File: src/rtl/scene_recovery_if.sv
// rtl/scene_recovery_if.sv - pixel/transmission input and recovered-pixel output handshake bundle
interface scene_recovery_if;
   logic        in_valid;
   logic        in_ready;
   logic [7:0]  in_r;
   logic [7:0]  in_g;
   logic [7:0]  in_b;
   logic [15:0] in_t;
   logic [7:0]  atm_r;
   logic [7:0]  atm_g;
   logic [7:0]  atm_b;
   logic        out_valid;
   logic        out_ready;
   logic [7:0]  out_r;
   logic [7:0]  out_g;
   logic [7:0]  out_b;

   modport master (
      output in_valid, in_r, in_g, in_b, in_t, atm_r, atm_g, atm_b, out_ready,
      input  in_ready, out_valid, out_r, out_g, out_b
   );

   modport slave (
      input  in_valid, in_r, in_g, in_b, in_t, atm_r, atm_g, atm_b, out_ready,
      output in_ready, out_valid, out_r, out_g, out_b
   );
endinterface

File: src/rtl/scene_recovery.sv
// rtl/scene_recovery.sv - dehaze recovery J = A + (I - A)/t with serial reciprocal divider
module scene_recovery #(
   parameter logic [15:0] T0         = 16'd21299,
   parameter int          DIV_CYCLES = 16
) (
   input logic             clk,
   input logic             rst,
   scene_recovery_if.slave bus
);

   typedef enum logic [1:0] {IDLE, DIV, CALC, OUT} state_t;

   state_t      state, state_nxt;
   logic [7:0]  i_r, i_g, i_b;
   logic [7:0]  a_r, a_g, a_b;
   logic [15:0] t_eff;
   logic [15:0] quo;
   logic [16:0] rem;
   logic [4:0]  cnt;
   logic [7:0]  res_r, res_g, res_b;

   logic [16:0] rem_sh;
   logic [16:0] rem_nxt;
   logic        div_bit;
   logic        last_iter;

   // One quotient bit of 2^30 / t_eff per cycle; remainder never exceeds t_eff.
   always_comb begin
      rem_sh    = {rem[15:0], 1'b0};
      div_bit   = (rem_sh >= {1'b0, t_eff});
      rem_nxt   = div_bit ? (rem_sh - {1'b0, t_eff}) : rem_sh;
      last_iter = (cnt == 5'(DIV_CYCLES - 1));
   end

   function automatic logic [7:0] recover(input logic [7:0] i, input logic [7:0] a,
                                          input logic [15:0] q);
      logic signed [8:0]  d;
      logic signed [25:0] d_ext;
      logic signed [25:0] q_ext;
      logic signed [25:0] p;
      logic signed [25:0] r;
      logic signed [26:0] s;
      d     = $signed({1'b0, i}) - $signed({1'b0, a});
      d_ext = 26'(d);
      q_ext = $signed({10'd0, q});
      p     = d_ext * q_ext;
      r     = (p + 26'sd8192) >>> 14;
      s     = 27'(r) + $signed({19'd0, a});
      if (s < 27'sd0) begin
         recover = 8'd0;
      end else if (s > 27'sd255) begin
         recover = 8'd255;
      end else begin
         recover = s[7:0];
      end
   endfunction

   always_ff @(posedge clk) begin
      if (rst) begin
         state <= IDLE;
      end else begin
         state <= state_nxt;
      end
   end

   always_comb begin
      state_nxt = state;
      case (state)
         IDLE: if (bus.in_valid) state_nxt = DIV;
         DIV:  if (last_iter) state_nxt = CALC;
         CALC: state_nxt = OUT;
         OUT:  if (bus.out_ready) state_nxt = IDLE;
         default: state_nxt = IDLE;
      endcase
   end

   always_ff @(posedge clk) begin
      if (rst) begin
         i_r   <= 8'd0;
         i_g   <= 8'd0;
         i_b   <= 8'd0;
         a_r   <= 8'd0;
         a_g   <= 8'd0;
         a_b   <= 8'd0;
         t_eff <= 16'd0;
         quo   <= 16'd0;
         rem   <= 17'd0;
         cnt   <= 5'd0;
         res_r <= 8'd0;
         res_g <= 8'd0;
         res_b <= 8'd0;
      end else begin
         case (state)
            IDLE: begin
               if (bus.in_valid) begin
                  i_r   <= bus.in_r;
                  i_g   <= bus.in_g;
                  i_b   <= bus.in_b;
                  a_r   <= bus.atm_r;
                  a_g   <= bus.atm_g;
                  a_b   <= bus.atm_b;
                  t_eff <= (bus.in_t < T0) ? T0 : bus.in_t;
                  rem   <= 17'd16384;
                  quo   <= 16'd0;
                  cnt   <= 5'd0;
               end
            end
            DIV: begin
               rem <= rem_nxt;
               quo <= {quo[14:0], div_bit};
               cnt <= cnt + 5'd1;
            end
            CALC: begin
               res_r <= recover(i_r, a_r, quo);
               res_g <= recover(i_g, a_g, quo);
               res_b <= recover(i_b, a_b, quo);
            end
            default: ;
         endcase
      end
   end

   assign bus.in_ready  = (state == IDLE);
   assign bus.out_valid = (state == OUT);
   assign bus.out_r     = res_r;
   assign bus.out_g     = res_g;
   assign bus.out_b     = res_b;

endmodule

File: src/flat_wrapper.sv
// flat-port wrapper written by rule: the top's interface ports become plain ports
module scene_recovery_flat 
#(
   parameter logic [15:0] T0         = 16'd21299,
   parameter int          DIV_CYCLES = 16
)
  (clk, rst, bus_in_valid, bus_in_r, bus_in_g, bus_in_b, bus_in_t, bus_atm_r, bus_atm_g, bus_atm_b, bus_out_ready, bus_in_ready, bus_out_valid, bus_out_r, bus_out_g, bus_out_b);
  scene_recovery_if bus_i ();
  input logic clk;
  input logic rst;
  input wire logic [$bits(bus_i.in_valid)-1:0] bus_in_valid;
  input wire logic [$bits(bus_i.in_r)-1:0] bus_in_r;
  input wire logic [$bits(bus_i.in_g)-1:0] bus_in_g;
  input wire logic [$bits(bus_i.in_b)-1:0] bus_in_b;
  input wire logic [$bits(bus_i.in_t)-1:0] bus_in_t;
  input wire logic [$bits(bus_i.atm_r)-1:0] bus_atm_r;
  input wire logic [$bits(bus_i.atm_g)-1:0] bus_atm_g;
  input wire logic [$bits(bus_i.atm_b)-1:0] bus_atm_b;
  input wire logic [$bits(bus_i.out_ready)-1:0] bus_out_ready;
  output wire logic [$bits(bus_i.in_ready)-1:0] bus_in_ready;
  output wire logic [$bits(bus_i.out_valid)-1:0] bus_out_valid;
  output wire logic [$bits(bus_i.out_r)-1:0] bus_out_r;
  output wire logic [$bits(bus_i.out_g)-1:0] bus_out_g;
  output wire logic [$bits(bus_i.out_b)-1:0] bus_out_b;
  assign bus_i.in_valid = bus_in_valid;
  assign bus_i.in_r = bus_in_r;
  assign bus_i.in_g = bus_in_g;
  assign bus_i.in_b = bus_in_b;
  assign bus_i.in_t = bus_in_t;
  assign bus_i.atm_r = bus_atm_r;
  assign bus_i.atm_g = bus_atm_g;
  assign bus_i.atm_b = bus_atm_b;
  assign bus_i.out_ready = bus_out_ready;
  assign bus_in_ready = bus_i.in_ready;
  assign bus_out_valid = bus_i.out_valid;
  assign bus_out_r = bus_i.out_r;
  assign bus_out_g = bus_i.out_g;
  assign bus_out_b = bus_i.out_b;
  scene_recovery #(.T0(T0), .DIV_CYCLES(DIV_CYCLES)) u_core (.clk(clk), .rst(rst), .bus(bus_i));
endmodule
File: config.mk
export PLATFORM = sky130hd
export DESIGN_NAME = scene_recovery_flat
export DESIGN_NICKNAME = d
export VERILOG_FILES = /design/src/rtl/scene_recovery_if.sv /design/src/rtl/scene_recovery.sv /design/src/flat_wrapper.sv
export SDC_FILE = /design/constraint.sdc
export NUM_CORES = 1
export LEC_CHECK = 0
export ABC_AREA = 1
export BUFFER_PORTS_ARGS = -buffer_cell sky130_fd_sc_hd__buf_2
export CORE_UTILIZATION = 35
export CTS_CLUSTER_DIAMETER = 80
export DETAILED_ROUTE_END_ITERATION = 6
export PLACE_DENSITY = 0.46
export SLEW_MARGIN = 30
export SYNTH_ARGS = -nofsm -noshare
export SYNTH_HDL_FRONTEND = slang
export SYNTH_SLANG_ARGS = --single-unit
File: constraint.sdc
create_clock -name clk -period 20.7 [get_ports clk]
set_input_delay 2.07 -clock clk [delete_from_list [all_inputs] [get_ports clk]]
set_output_delay 2.07 -clock clk [all_outputs]
set_load 0.01 [all_outputs]
==> results of run 1 <==
## state kept, by name, summed over array words and instances, names as in the netlist, 5 cells and up
register          cells
u_core.a_b            8
u_core.a_g            8
u_core.a_r            8
u_core.bus.out_b      8
u_core.bus.out_g      8
u_core.bus.out_r      8
u_core.cnt            5
u_core.i_b            8
u_core.i_g            8
u_core.i_r            8
u_core.quo           16
u_core.rem           16
u_core.t_eff         16
## cell families (layout without fill, tap and decap cells)
logic type / after synthesis / after routing / synth area share, %
simple gates: 1200 / 1200 / 22.22
fa+ha+maj: 572 / 572 / 42.85
flops: 127 / 127 / 11.57
xor+xnor: 65 / 65 / 2.625
buf+inv: 663 / 713 / 11.63
compound gates: 365 / 365 / 9.099
other cells: 0 / 2 / 0
## worst reg2reg max path, delay by kind of cell, from the launching register on
kind	cells	cell delay (ns)
and+or+nand+nor	24	2.55
AOI/OAI and AO/OA	4	1.06
adders and majority gates	8	3.66
DFF	1	0.39
buffers and inverters	10	0.79
xor gates and xnor gates	1	0.39
## cell usage after synthesis, types with 3 or more instances
cell type	number	area, µm²
a221oi_1	4	35.03
nor2_4	3	33.78
nand3b_1	6	45.04
clkbuf_1	78	292.8
o21ai_1	10	50.05
nand2_1	680	2552
a31oi_1	8	50.05
a21oi_2	11	96.34
buf_2	3	15.01
o21bai_1	11	82.58
fa_1	301	6026
ha_1	271	3391
a21o_1	6	45.04
or2_1	4	25.02
and2_1	7	43.79
nor2_1	342	1284
nand2_2	18	112.6
nor3_1	15	75.07
clkinv_1	7	26.28
nor2_2	5	31.28
nand3_1	79	395.4
nand4_1	16	100.1
nor4_1	4	25.02
a21oi_1	205	1026
buf_4	5	37.54
o211ai_1	5	37.54
dfxtp_1	127	2542
nand3_2	3	30.03
inv_2	10	37.54
o21ai_0	92	460.4
xnor2_1	34	297.8
inv_1	547	2053
buf_1	7	26.28
or2_2	13	81.33
dlygate4sd1_1	3	26.28
xor2_1	30	262.8
## cells in the final DEF (no fill, tap or decap), types with 15 or more instances in the layout
cell and n:
a21oi_1 205, buf_2 93, buf_4 23, clkbuf_16 17, dfxtp_1 127, fa_1 301, ha_1 271, inv_1 546
nand2_1 678, nand2_2 20, nand3_1 79, nand4_1 16, nor2_1 342, nor3_1 15, o21ai_0 92, xnor2_1 34
xor2_1 30
## metrics by stage
step / power (mW) / setup slack (ns) / instance area, µm²
after detailed placement: 3.289 / 11.75 / 23240
after CTS: 3.676 / 11.72 / 23890
final: 3.658 / 11.73 / 23900
after global routing: 4.101 / 10.86 / 23900
after floorplan: 2.522 / 12.99 / 21970
after global placement: 3.284 / 11.80 / 23240
## report_power, final
group / internal [mW] / leakage, nW / switching (mW)
Sequential: 0.308 / 1.04 / 0.0455
Clock: 0.206 / 0.320 / 0.142
Combinational: 0.982 / 11.0 / 1.97
## layer usage
layer | GRT usage [%] | routed length [µm] | vias up
li1 | - | - | 9248
met1 | 30.68 | 31980 | 9047
met2 | 33.44 | 29060 | 460
met3 | 3.944 | 3603 | 53
met4 | 4.208 | 781 | 4
met5 | 0 | 22 | -
## how the worst max path moves through the flow
| stage | startpoint | endpoint | slack [ns] | cells past startpoint |
|---|---|---|---|---|
| floorplan | u_core.a_g[2] | u_core.bus.out_g[0] | 12.99 | 47 |
| global placement | u_core.a_g[1] | u_core.bus.out_g[7] | 11.80 | 47 |
| detailed placement | u_core.a_g[1] | u_core.bus.out_g[4] | 11.75 | 47 |
| CTS | u_core.a_g[1] | u_core.bus.out_g[4] | 11.72 | 47 |
| global route | u_core.a_g[1] | u_core.bus.out_g[4] | 10.86 | 47 |
| finish | u_core.a_g[1] | u_core.bus.out_g[4] | 11.73 | 47 |
## cell type report
cell class	count	area share [%]
multi-input cells	2202	70.64
repair buffers	116	2.670
diodes	2	0.02094
clock inverters	15	0.9424
flip-flops and latches	127	10.64
clock buffers	17	1.780
inverters	565	8.931
well taps	837	4.382
==> qor.csv, run 1 <==
metric,value,unit
status,completed,
die-area,63790,µm²
rsz0062_at_grt,false,
final_cells,3881,
slowest_delay,0.71,ns
pin_count,94,
async_reset_ff_share,0,%
cpMostUsedCell,nand2_1,
dr_total_vias,18810,
drv_cap,0,
hold_start,u_core.bus.out_b[3],
r2r_end,u_core.bus.out_g[4],
cts.sinks,127,
path_buf_inv,10,
die_h,252.6,µm
fp-row-count,91,
synth_edf_count,0,
wirelength,65.45,mm
tightest_slew,0.9476,ns
path_class,reg2reg,
layout_min_cycle_time,8.968,ns
holdWs,0.4674,ns
crit_slowest_cell,o311ai_0,
nFillCells,6486,
crit_fanout,9,
place_hpwl,53.00,mm
multi_input_area,16880,µm²
io_buffer_count,93,
avgRoutedWirePerCell,16.86,µm
critPathRequiredTime,21.01,ns
hold_buffers,0,
final_core_util,38.66,%
min_to,u_core.bus.out_b[3],
clock_path_buffers,2,
ir_drop,0.1019,mV
cp_data_arrival_time,9.28,ns
synth_seq_area_share,11.57,%
yosys_warnings,0,
power.leakage,12.36,nW
regArea,2542,µm²
syn_to_final_growth,8.763,%
r2r-start,u_core.a_g[1],
core_area,61830,µm²
reg2reg_depth,47,
drc,0,
finalCritPeriodShare,43.32,%
syn_nets,3632,
ys_seq_elements,127,
place_congestion,0.9114,
min_path_type,reg2reg,
cts_inserted_buffers,17,
first_pass_iters,5,
grt_pass1_vias,19150,
synthDistinctLibCells,55,
worstSkewPairLatency,0.48,ns
fmax,111.5,MHz
fin_nets,3669,
ys.flop_type,dfxtp_1,
fin_setup_tns,0,ns
syn_avg_cell_area,7.344,µm²
relSlewSlack,36.82,%
grt_pass1_wl,105.5,mm
reg2reg_slack,11.73,ns
hold_viol_final,0,
skew,0.01837,ns
final-max-slew-violation-count,0,
antenna_found_initial,4,
viasPerCell,4.847,
cts_root_buf,clkbuf_16,
initial_utilization,35.54,%
cts_tree,done,
drive_above_1_share,7.364,%
synth_area,21970,µm²
ctsHtreeMaxLevel,4,
p_per_area,153.1,nW/µm²
dpl.cell_count,3847,
min_delay_path_depth,2,
antenna_left,0,
clk_pin_slew_worst_paths,0.06,ns
grt_max_degree,96,
die_w,252.6,µm
netlist_instances,2992,
setup_viol,0,
worstSetupStartpointType,flop,
cp-end-kind,flop,
drt_iter0_markers,1061,
track_usage,21.40,%
cts_resized,0,
overflow,0,
cts_setup_buffers,0,
path_delay_family,adder cells,
Power figures use the tool's default switching activity.
==> run 2, diff against run 1 <==
--- a/config.mk
+++ b/config.mk
@@ -5,12 +5,12 @@
 export SDC_FILE = /design/constraint.sdc
 export NUM_CORES = 1
 export LEC_CHECK = 0
-export ABC_AREA = 1
+export ABC_AREA = 0
 export BUFFER_PORTS_ARGS = -buffer_cell sky130_fd_sc_hd__buf_2
 export CORE_UTILIZATION = 35
 export CTS_CLUSTER_DIAMETER = 80
 export DETAILED_ROUTE_END_ITERATION = 6
-export PLACE_DENSITY = 0.46
+export PLACE_DENSITY = 0.48
 export SLEW_MARGIN = 30
 export SYNTH_ARGS = -nofsm -noshare
 export SYNTH_HDL_FRONTEND = slang
==> constraint.sdc (replaced) <==
create_clock -name clk -period 7.99 [get_ports clk]
set_input_delay 0.799 -clock clk [delete_from_list [all_inputs] [get_ports clk]]
set_output_delay 0.799 -clock clk [all_outputs]
set_load 0.01 [all_outputs]
==> run 2 against run 1 <==
The flow now finishes with violations (setup timing). Routed wire length shrank 11%. Register-to-register slack got worse by 12 ns. Critical endpoint is now u_core.bus.out_b[0]. First-iteration DRC count down 34%. Final area up 8.1%. Total power grew to 2.7 times the previous value. Global-route usage fell by 1.7 points. Sequential share of layout area decreased by 0.73 points. Critical path type unchanged. Maximum frequency rose by 9.2%. Clock power grew 140%. Worst hold slack worse by 0.0059 ns.
==> qor.csv, run 2 <==
metric,value,unit,change
yosys_warnings,0,,unchanged
syn_to_final_growth,22.54,%,
wirelength,58.20,mm,-11%
cpMostUsedCell,fa_1,,
fp-row-count,89,,-2.2%
cts_inserted_buffers,17,,unchanged
ys.flop_type,dfxtp_1,,
synth_edf_count,0,,unchanged
pin_count,94,,unchanged
synthDistinctLibCells,79,,+44%
fin_setup_tns,-1.591,ns,-1.591 ns
hold_viol_final,0,,unchanged
relSlewSlack,40.70,%,+3.9 points
drv_cap,0,,unchanged
hold_start,u_core.i_g[5],,
cts_root_buf,clkbuf_16,,
min_delay_path_depth,2,,unchanged
grt_max_degree,93,,-3.1%
skew,0.03091,ns,+0.01254 ns
hold_buffers,0,,unchanged
grt_pass1_vias,18000,,-6.0%
netlist_instances,2462,,-18%
antenna_found_initial,4,,unchanged
yosysMostFrequentCell,inv_1,,
setup_viol,8,,+8
reg2reg_slack,-0.22,ns,-11.95 ns
tightest_slew,0.8884,ns,-0.05927 ns
drt_iter0_markers,699,,-34%
path_class,reg2reg,,
first_pass_iters,5,,unchanged
syn_nets,3102,,-15%
synth_top_area_share,28.59,%,+1.2 points
yosys-top-cells-area,"fa_1, ha_1, dfxtp_1",,
fmax,121.8,MHz,+9.2%
p_per_area,379.2,nW/µm²,+150%
worstSkewPairLatency,0.48,ns,about the same
fin_nets,3377,,-8.0%
synthTopCellsByCount,"inv_1, fa_1, nand2_1, ha_1, and2_1",,
async_reset_ff_share,0,%,unchanged
layout_commonest_cell,inv_1,,
avgRoutedWirePerCell,16.52,µm,-2.0%
clk_pin_slew_worst_paths,0.07,ns,about the same
power,9.792,mW,+170%
ctsHtreeMaxLevel,4,,unchanged
min_to,u_core.i_g[5],,
clock_path_buffers,2,,unchanged
final_cells,3523,,-9.2%
dpl.cell_count,3446,,-10%
viasPerCell,4.893,,+0.94%
synth_seq_area_share,12.06,%,+0.49 points
track_usage,19.69,%,-1.7 points
setup_ws,-0.2223,ns,-11.95 ns
largestRegisters,"u_core.quo x16, u_core.rem x16, u_core.t_eff x16",,
violations,setup timing,,
cts.sinks,127,,unchanged
synth_top_area_cell,fa_1,,
rsz0062_at_grt,true,,
final_cell_mix,"inv_1, nand2_1, fa_1",,
final_core_util,43.59,%,+4.9 points
syn_avg_cell_area,8.560,µm²,+17%
place_hpwl,45.80,mm,-14%
critPathRequiredTime,8.37,ns,-12.64 ns
reg2reg_depth,40,,-15%
slowest_delay,0.54,ns,-0.17 ns
grt_pass1_wl,94.60,mm,-10%
synth_area,21070,µm²,-4.1%
overflow,0,,unchanged
io_buffer_count,93,,unchanged
die_h,247.4,µm,-2.1%
ys_seq_elements,127,,unchanged
status,"finished, violations left",,
drc,0,,unchanged
r2r_end,u_core.bus.out_b[0],,
initial_utilization,35.57,%,about the same
dr_total_vias,17240,,-8.4%
cp-end-kind,flop,,
crit_slowest_cell,fa_1,,
diodes,0,,-2
layout_min_cycle_time,8.212,ns,-0.7553 ns
finalCritPeriodShare,102.8,%,+59 points
antenna_left,0,,unchanged
die_w,247.4,µm,-2.1%
cts_tree,done,,
min_path_type,reg2reg,,
r2r-start,u_core.i_b[0],,
die-area,61200,µm²,-4.1%
crit_fanout,8,,-1
core_area,59240,µm²,-4.2%
drive_above_1_share,22.55,%,+15 points
ir_drop,0.2573,mV,+150%
power.leakage,12.71,nW,+2.8%
final-max-slew-violation-count,0,,unchanged
worstSetupStartpointType,flop,,
place_congestion,0.8352,,-8.4%
holdWs,0.4616,ns,-0.005881 ns
cp_data_arrival_time,8.59,ns,-0.69 ns
run 2: changes by cell type after synthesis, moves of 26 or more:
cell and change:
nand2_1 -383, nor2_1 -210, and2_1 +160, inv_1 -152
nand2b_1 +98, a21oi_1 -87, nand3_1 -69, o21ai_0 -33
a21o_1 +26, a22oi_1 +26
run 2: timing repair:
item | in CTS | in global routing
endpoints found under the hold margin | 0 | 0
setup buffers | 29 | 19
gates resized for setup | 108 | 104
setup endpoints to repair | 24 | 24
gates cloned | 0 | 0
pin swaps | 106 | 93
run 2: stage by stage:
stage | area, µm² | worst slack [ns]
after detailed placement | 24010 | -0.5544
after global routing | 25820 | -0.6468
after CTS | 25260 | -0.2561
final | 25820 | -0.2223
after global placement | 23990 | -0.3860
after floorplan | 21180 | -0.1376
run 2: how the worst max path moves through the flow:
| stage | cells past startpoint | slack (ns) | startpoint | end |
|---|---|---|---|---|
| finish | 40 | -0.22 | u_core.i_b[0] | u_core.bus.out_b[0] |
| global route | 40 | -0.65 | u_core.i_b[0] | u_core.bus.out_b[0] |
| CTS | 39 | -0.26 | u_core.i_b[0] | u_core.bus.out_b[1] |
| detailed placement | 38 | -0.55 | u_core.i_b[0] | u_core.bus.out_b[1] |
| global placement | 38 | -0.39 | u_core.i_b[0] | u_core.bus.out_b[0] |
| floorplan | 39 | -0.14 | u_core.a_b[1] | u_core.bus.out_b[0] |
run 2: kinds of logic after synthesis:
group | synth area share (%)
buffers and inverters | 8.995
AO/OA/AOI/OAI | 11.46
flip-flops | 12.06
XOR/XNOR | 2.701
adder cells (fa/ha/maj) | 44.68
AND/OR/NAND/NOR | 19.26
multiplexers | 0.8312
run 2: routing by layer:
metal / part of all wire (%) / global-route usage [%]
met1: 48 / 27.28
met2: 46 / 32.33
met3: 3.5 / 2.660
met4: 1.6 / 4.709
met5: 0.093 / 0
run 2: power by group:
group	total [mW]	internal (mW)	switching, mW
Combinational	8.08	3.74	4.33
Sequential	0.877	0.768	0.108
Clock	0.837	0.445	0.392
Total	9.79	4.96	4.83
run 2: area by class of cell:
type	count	area, µm²
timing repair buffer	364	2728
clock buffer	17	425.4
sequential	127	2557
tap	773	967.2
multi-input combinational	1832	17500
inverter	395	1483
fill	5904	33420
clock inverter	15	167.7
run 2: critical path: cells and delay by family (launching register included):
kind | cells | cell delay [ns]
and+or+nand+nor | 9 | 1.17
xor gates and xnor gates | 1 | 0.19
adders and majority gates | 8 | 3.23
muxes | 1 | 0.35
buffers and inverters | 6 | 0.44
DFF | 1 | 0.32
AOI/OAI and AO/OA | 15 | 2.43
